<file path="config.mk">
export PLATFORM = sky130hd
export DESIGN_NAME = equiv_monitor
export DESIGN_NICKNAME = d
export VERILOG_FILES = /design/src/rtl/equiv_mon_pkg.sv /design/src/rtl/equiv_mon_chan.sv /design/src/rtl/equiv_monitor.sv
export SDC_FILE = /design/constraint.sdc
export NUM_CORES = 1
export LEC_CHECK = 0
export BUFFER_PORTS_ARGS = -buffer_cell sky130_fd_sc_hd__buf_2
export CORE_MARGIN = 2
export CORE_UTILIZATION = 45
export DETAILED_ROUTE_END_ITERATION = 6
export SLEW_MARGIN = 0
export SYNTH_ARGS = -nofsm -noshare
export SYNTH_HDL_FRONTEND = slang
export SYNTH_SLANG_ARGS = --single-unit
</file>
<file path="constraint.sdc">
create_clock -name clk -period 3.97 [get_ports clk]
set_clock_uncertainty 0.1 [all_clocks]
set_input_delay 0.397 -clock clk [delete_from_list [all_inputs] [get_ports clk]]
set_output_delay 0.397 -clock clk [all_outputs]
set_load 0.02 [all_outputs]
</file>
<file path="src/rtl/equiv_mon_pkg.sv">
// Shared types and helpers for the multi-channel equivalence monitor.
package equiv_mon_pkg;

    // Per-channel comparison state.
    typedef enum logic [1:0] {
        MATCH  = 2'd0,
        SKEW   = 2'd1,
        FAILED = 2'd2
    } chan_state_e;

    // Comparison policy selected by the mode input.
    typedef enum logic {
        STRICT   = 1'b0,
        WINDOWED = 1'b1
    } eq_mode_e;

    // Widest pulse vector the popcount helper accepts.
    localparam int POP_IN_W  = 64;
    localparam int POP_OUT_W = 7;

    // Number of set bits in a pulse vector.
    // Narrower vectors are zero-extended by the caller.
    function automatic logic [POP_OUT_W-1:0] popcount(input logic [POP_IN_W-1:0] v);
        logic [POP_OUT_W-1:0] c;
        c = '0;
        for (int i = 0; i < POP_IN_W; i++) begin
            c = c + POP_OUT_W'(v[i]);
        end
        return c;
    endfunction

endpackage

</file>
<file path="src/rtl/equiv_mon_chan.sv">
// One compared channel: MATCH/SKEW/FAILED state machine plus skew counter.
// The pass/fail outputs are combinational and describe the sample being
// taken on the coming edge; the top registers them.
module equiv_mon_chan
    import equiv_mon_pkg::*;
#(
    parameter int WIDTH    = 1,
    parameter int MAX_SKEW = 2
)(
    input  logic             clk,
    input  logic             rst_n,
    input  logic             en,
    input  logic             clr,
    input  logic             mode,
    input  logic [WIDTH-1:0] a,
    input  logic [WIDTH-1:0] b,
    output logic             pass,
    output logic             fail
);

    localparam int SKEW_W = $clog2(MAX_SKEW + 1);
    localparam logic [SKEW_W-1:0] SKEW_LIMIT = SKEW_W'(MAX_SKEW);

    chan_state_e       state_reg, state_next;
    logic [SKEW_W-1:0] skew_reg, skew_next;
    logic              equal;
    logic              windowed;

    assign equal    = (a == b);
    assign windowed = (mode == WINDOWED);

    // State and skew counter; skew progress is discarded on reset.
    always_ff @(posedge clk or negedge rst_n) begin
        if (!rst_n) begin
            state_reg <= MATCH;
            skew_reg  <= '0;
        end else begin
            state_reg <= state_next;
            skew_reg  <= skew_next;
        end
    end

    // Next-state and raw result; nothing moves unless en (clr wins over en).
    always_comb begin
        state_next = state_reg;
        skew_next  = skew_reg;
        pass       = 1'b0;
        fail       = 1'b0;
        if (clr) begin
            state_next = MATCH;
            skew_next  = '0;
        end else if (en) begin
            unique case (state_reg)
                MATCH: begin
                    if (equal) begin
                        pass = 1'b1;
                    end else if (!windowed) begin
                        fail       = 1'b1;
                        state_next = FAILED;
                    end else begin
                        state_next = SKEW;
                        skew_next  = SKEW_W'(1);
                    end
                end
                SKEW: begin
                    if (equal) begin
                        pass       = 1'b1;
                        state_next = MATCH;
                        skew_next  = '0;
                    end else if (!windowed || skew_reg >= SKEW_LIMIT) begin
                        // A switch to strict while skewing fails at once.
                        fail       = 1'b1;
                        state_next = FAILED;
                        skew_next  = '0;
                    end else begin
                        skew_next = skew_reg + SKEW_W'(1);
                    end
                end
                FAILED: begin
                    if (equal) begin
                        pass       = 1'b1;
                        state_next = MATCH;
                        skew_next  = '0;
                    end else begin
                        fail = 1'b1;
                    end
                end
                default: begin
                    state_next = MATCH;
                    skew_next  = '0;
                end
            endcase
        end
    end

endmodule

</file>
<file path="src/rtl/equiv_monitor.sv">
// Multi-channel equivalence monitor: per-channel checkers, registered
// pulses, saturating pass/fail counters, sticky error and first-fail capture.
module equiv_monitor
    import equiv_mon_pkg::*;
#(
    parameter int NUM_CH   = 4,
    parameter int WIDTH    = 1,
    parameter int MAX_SKEW = 2,
    parameter int CNT_W    = 16,
    parameter int CYC_W    = 32,
    localparam int CH_W    = (NUM_CH > 1) ? $clog2(NUM_CH) : 1
)(
    input  logic                    clk,
    input  logic                    rst_n,
    input  logic                    en,
    input  logic                    clr,
    input  logic                    mode,
    input  logic [NUM_CH*WIDTH-1:0] sig_a,
    input  logic [NUM_CH*WIDTH-1:0] sig_b,
    output logic [NUM_CH-1:0]       pass_pulse,
    output logic [NUM_CH-1:0]       fail_pulse,
    output logic [CNT_W-1:0]        pass_cnt,
    output logic [CNT_W-1:0]        fail_cnt,
    output logic                    err_sticky,
    output logic                    first_fail_vld,
    output logic [CH_W-1:0]         first_fail_ch,
    output logic [CYC_W-1:0]        first_fail_cyc
);

    // Sum width leaves headroom for a full popcount on top of a full counter.
    localparam int SUM_W = CNT_W + POP_OUT_W + 1;
    localparam logic [SUM_W-1:0] CNT_SAT = {{(POP_OUT_W + 1){1'b0}}, {CNT_W{1'b1}}};

    logic [NUM_CH-1:0] raw_pass;
    logic [NUM_CH-1:0] raw_fail;

    logic [NUM_CH-1:0] pass_pulse_reg, pass_pulse_next;
    logic [NUM_CH-1:0] fail_pulse_reg, fail_pulse_next;
    logic [CNT_W-1:0]  pass_cnt_reg, pass_cnt_next;
    logic [CNT_W-1:0]  fail_cnt_reg, fail_cnt_next;
    logic              err_sticky_reg, err_sticky_next;
    logic              ff_vld_reg, ff_vld_next;
    logic [CH_W-1:0]   ff_ch_reg, ff_ch_next;
    logic [CYC_W-1:0]  ff_cyc_reg, ff_cyc_next;
    logic [CYC_W-1:0]  cyc_cnt_reg, cyc_cnt_next;

    logic [POP_OUT_W-1:0] pass_pop;
    logic [POP_OUT_W-1:0] fail_pop;
    logic [SUM_W-1:0]     pass_sum;
    logic [SUM_W-1:0]     fail_sum;
    logic [CH_W-1:0]      lowest_fail;

    // One checker per channel pair.
    generate
        for (genvar gi = 0; gi < NUM_CH; gi++) begin : g_chan
            equiv_mon_chan #(
                .WIDTH    (WIDTH),
                .MAX_SKEW (MAX_SKEW)
            ) u_chan (
                .clk   (clk),
                .rst_n (rst_n),
                .en    (en),
                .clr   (clr),
                .mode  (mode),
                .a     (sig_a[gi*WIDTH +: WIDTH]),
                .b     (sig_b[gi*WIDTH +: WIDTH]),
                .pass  (raw_pass[gi]),
                .fail  (raw_fail[gi])
            );
        end
    endgenerate

    // Pulse vectors wider than the popcount helper are not supported.
    assign pass_pop = popcount(POP_IN_W'(raw_pass));
    assign fail_pop = popcount(POP_IN_W'(raw_fail));
    assign pass_sum = SUM_W'(pass_cnt_reg) + SUM_W'(pass_pop);
    assign fail_sum = SUM_W'(fail_cnt_reg) + SUM_W'(fail_pop);

    // Lowest failing channel index wins on simultaneous fails.
    always_comb begin
        lowest_fail = '0;
        for (int i = NUM_CH - 1; i >= 0; i--) begin
            if (raw_fail[i]) begin
                lowest_fail = CH_W'(i);
            end
        end
    end

    // Aggregation: counters move together with the pulses they count.
    always_comb begin
        pass_pulse_next = raw_pass;
        fail_pulse_next = raw_fail;
        pass_cnt_next   = pass_cnt_reg;
        fail_cnt_next   = fail_cnt_reg;
        err_sticky_next = err_sticky_reg;
        ff_vld_next     = ff_vld_reg;
        ff_ch_next      = ff_ch_reg;
        ff_cyc_next     = ff_cyc_reg;
        cyc_cnt_next    = cyc_cnt_reg;
        if (clr) begin
            pass_pulse_next = '0;
            fail_pulse_next = '0;
            pass_cnt_next   = '0;
            fail_cnt_next   = '0;
            err_sticky_next = 1'b0;
            ff_vld_next     = 1'b0;
            ff_ch_next      = '0;
            ff_cyc_next     = '0;
            cyc_cnt_next    = '0;
        end else if (en) begin
            pass_cnt_next = (pass_sum > CNT_SAT) ? {CNT_W{1'b1}} : pass_sum[CNT_W-1:0];
            fail_cnt_next = (fail_sum > CNT_SAT) ? {CNT_W{1'b1}} : fail_sum[CNT_W-1:0];
            if (|raw_fail) begin
                err_sticky_next = 1'b1;
                if (!ff_vld_reg) begin
                    ff_vld_next = 1'b1;
                    ff_ch_next  = lowest_fail;
                    ff_cyc_next = cyc_cnt_reg;
                end
            end
            cyc_cnt_next = cyc_cnt_reg + CYC_W'(1);
        end
    end

    // Output and bookkeeping registers.
    always_ff @(posedge clk or negedge rst_n) begin
        if (!rst_n) begin
            pass_pulse_reg <= '0;
            fail_pulse_reg <= '0;
            pass_cnt_reg   <= '0;
            fail_cnt_reg   <= '0;
            err_sticky_reg <= 1'b0;
            ff_vld_reg     <= 1'b0;
            ff_ch_reg      <= '0;
            ff_cyc_reg     <= '0;
            cyc_cnt_reg    <= '0;
        end else begin
            pass_pulse_reg <= pass_pulse_next;
            fail_pulse_reg <= fail_pulse_next;
            pass_cnt_reg   <= pass_cnt_next;
            fail_cnt_reg   <= fail_cnt_next;
            err_sticky_reg <= err_sticky_next;
            ff_vld_reg     <= ff_vld_next;
            ff_ch_reg      <= ff_ch_next;
            ff_cyc_reg     <= ff_cyc_next;
            cyc_cnt_reg    <= cyc_cnt_next;
        end
    end

    assign pass_pulse     = pass_pulse_reg;
    assign fail_pulse     = fail_pulse_reg;
    assign pass_cnt       = pass_cnt_reg;
    assign fail_cnt       = fail_cnt_reg;
    assign err_sticky     = err_sticky_reg;
    assign first_fail_vld = ff_vld_reg;
    assign first_fail_ch  = ff_ch_reg;
    assign first_fail_cyc = ff_cyc_reg;

endmodule

</file>
==> impl_metrics.json <==
{
  "status": "completed",
  "rrSetupSlack_ps": 210,
  "drt_wl_total_microns": 14820,
  "grt_overflow": 0,
  "num_rows": 44,
  "reg2reg_depth": 13,
  "syn_nets": 660,
  "fin_crit_ps": 3757,
  "ant_nets": 0,
  "clk_pin_slew_ps": 50,
  "final.setup.tns_ps": 0,
  "endpoint_kind": "flop",
  "place.gp.congestion": 0.8229,
  "fillerInstances": 1285,
  "critPathLaunchType": "flop",
  "slowest_delay_ps": 540,
  "vias": 5079,
  "crit_path_frequent_cell": "fa_1",
  "clock-sinks": 123,
  "post_drt_wl_per_cell_microns": 16.18,
  "final_nets": 746,
  "drcViolationCount": 0,
  "slew_headroom": 0.3805,
  "coreArea_sq_mm": 0.01442,
  "cts_max_level": 4,
  "rsz0062_at_grt": "false",
  "finalHoldViolCount": 0,
  "track_usage": 0.1941,
  "whs_ps": 265.7,
  "finalSetupViolations": 0,
  "avgSynthCellArea_sq_um": 10.40,
  "drv_slew": 0,
  "worstPathArrival_ps": 3960,
  "multiInputGateArea_sq_mm": 0.003261,
  "synth_cells": 634,
  "required_ps": 4180,
  "crit_family": "adder cells",
  "die_area_sq_mm": 0.01563,
  "hpwl_microns": 9928,
  "worst_pin_slew_ps": 929.3,
  "vias_per_cell": 5.545,
  "start_util": 0.4571,
  "crit_type": "flop to flop",
  "holdPathStages": 4,
  "max_freq_ghz": 0.2662,
  "crit_cells": 13,
  "clockRootBuffer": "clkbuf_16",
  "cp_cell_sequence": "inv_1 > ha_1 > o21ai_1 > a21oi_1 > and3_1 > fa_1 > fa_1 > inv_1 > fa_1 > and2b_1 > nand2_2 > or3_4 > a311oi_1",
  "ys_types": 63,
  "clk-insertion-delay-late_ps": 410,
  "grt_max_degree": 94,
  "synth_edf_count": 0,
  "cts-buffers-inserted": 17,
  "ys_seq_area_frac": 0.4669,
  "leakagePower_nw": 3.728,
  "diodes": 0,
  "area_growth_pct": 17.88,
  "fin_area_sq_mm": 0.007771,
  "fp.dieW_microns": 125.0,
  "placed_cell_area_sq_mm": 0.007143,
  "worstPathMaxFanout": 13,
  "grt_pass1_vias": 5039,
  "post-route-period-util": 0.9464,
  "synthFlopType": "dfrtp_1",
  "clock_path_buffers": 2,
  "critical-path-slowest-cell": "fa_1",
  "path_buf_inv": 2,
  "p_per_area_mw_per_mm2": 416.0,
  "max-vdd-ir-drop_v": 0.0003111,
  "cts_repair_resize_count": 0,
  "syn_area_sq_mm": 0.006593,
  "synth_seq_cells": 123,
  "drv_cap": 0,
  "synthArstFlopShare": 1.000,
  "drive_gt1_frac": 0.2432,
  "portBuffers": 88,
  "seqCellArea_sq_mm": 0.003078,
  "utilization": 0.5388,
  "ios": 89,
  "fp.dieH_microns": 125.0,
  "hp-class": "input port to flop",
  "first_pass_iters": 6,
  "cts_tree": "done",
  "yosysWarnings": 0,
  "drt-initial-drc-count": 417,
  "grt_antenna_before_repair": 0,
  "grt_first_pass_wirelength_microns": 24900
}
==> report_power, final <==
part           total, mW  internal, mW  switching [mW]
Combinational      0.290         0.109           0.181
Sequential          1.33          1.29          0.0379
Clock               1.62          1.09           0.525
Total               3.23          2.49           0.744
==> layout make-up <==
type,instances,area share
clock inverter,8,0.01803
tap,184,0.02962
multi-input combinational,464,0.4196
timing repair buffer,95,0.06601
clock buffer,23,0.06150
inverter,19,0.009177
sequential,123,0.3961
==> worst register-to-register path, stage by stage, from the launching register on <==
cell and delay, ps:
dfrtp_1 340, inv_1 70, ha_1 210, o21ai_1 240, a21oi_1 120, and3_1 240
fa_1 550, fa_1 200, inv_1 60, fa_1 370, and2b_1 300, nand2_2 100
or3_4 480, a311oi_1 290
==> path summary, 6_finish.rpt <==
path / to / start
min: pass_pulse[2]$_DFF_PN0_ / clr
max in group asynchronous: first_fail_cyc[20]$_DFFE_PN0P_ / rst_n
min in group asynchronous: pass_cnt[13]$_DFFE_PN0N_ / rst_n
max: fail_cnt[0]$_DFFE_PN0N_ / g_chan[0].u_chan.skew_reg[0]$_DFFE_PN0P_
max reg2reg: fail_cnt[0]$_DFFE_PN0N_ / g_chan[0].u_chan.skew_reg[0]$_DFFE_PN0P_
min reg2reg: fail_cnt[12]$_DFFE_PN0N_ / fail_cnt[12]$_DFFE_PN0N_
==> cells in the mapped netlist, types with 11 or more instances <==
cell type / instances / share of area
nor3_1: 17 / 0.013
nor2_1: 77 / 0.044
a211oi_1: 17 / 0.019
inv_1: 18 / 0.010
o21ai_0: 17 / 0.013
nand4_1: 17 / 0.016
mux2_4: 30 / 0.068
dfrtp_1: 123 / 0.47
nand2_1: 38 / 0.022
clkbuf_1: 11 / 0.0063
nand3_1: 31 / 0.024
xor2_1: 26 / 0.035
nor2b_1: 36 / 0.034
a21oi_1: 22 / 0.017
and3_1: 15 / 0.014
==> routing by layer <==
| layer | GRT usage | vias to the layer above | wire length, microns |
|---|---|---|---|
| met2 | 0.3104 | 150 | 7149 |
| met1 | 0.2627 | 2488 | 6677 |
| met3 | 0.04236 | 19 | 742 |
| met4 | 0.06797 | 0 | 250 |
| li1 | - | 2422 | - |
| met5 | 0 | - | 0 |
==> per-stage QoR <==
| step | setup WS (ps) | power [mW] | cells |
|---|---|---|---|
| after floorplan | 543.1 | 1.545 | 634 |
| after global placement | 277.1 | 1.627 | 884 |
| after detailed placement | 198.8 | 1.637 | 884 |
| after CTS | 214.0 | 3.271 | 916 |
| after global routing | 17.54 | 3.360 | 916 |
| final | 212.9 | 3.233 | 916 |
==> layout by cell type (no fill, tap or decap), drive strengths merged, types with 7 or more instances in the layout <==
cell    instances
dfrtp         123
buf            94
nor2           77
nand2          39
mux2           37
nor2b          36
nand3          32
xor2           26
clkbuf         23
a21oi          22
o21ai          21
nor3           20
inv            19
nand4          18
a211oi         17
and3           17
xnor2          11
a31oi          10
ha              7
nor4            7
==> cell families after synthesis <==
group	Yosys count	share of synthesized area
AOI/OAI and AO/OA	102	0.1031
xor gates and xnor gates	37	0.05143
adders and majority gates	13	0.03151
buffers and inverters	47	0.03853
DFF	123	0.4669
muxes	43	0.08939
and+or+nand+nor	269	0.2192
==> what timing repair did <==
item | CTS | global route
endpoints found under the hold margin | 7 | 0
hold buffers | 1 | 0
setup buffers | 0 | 0
Note: power is estimated with default switching activity, not from simulation.
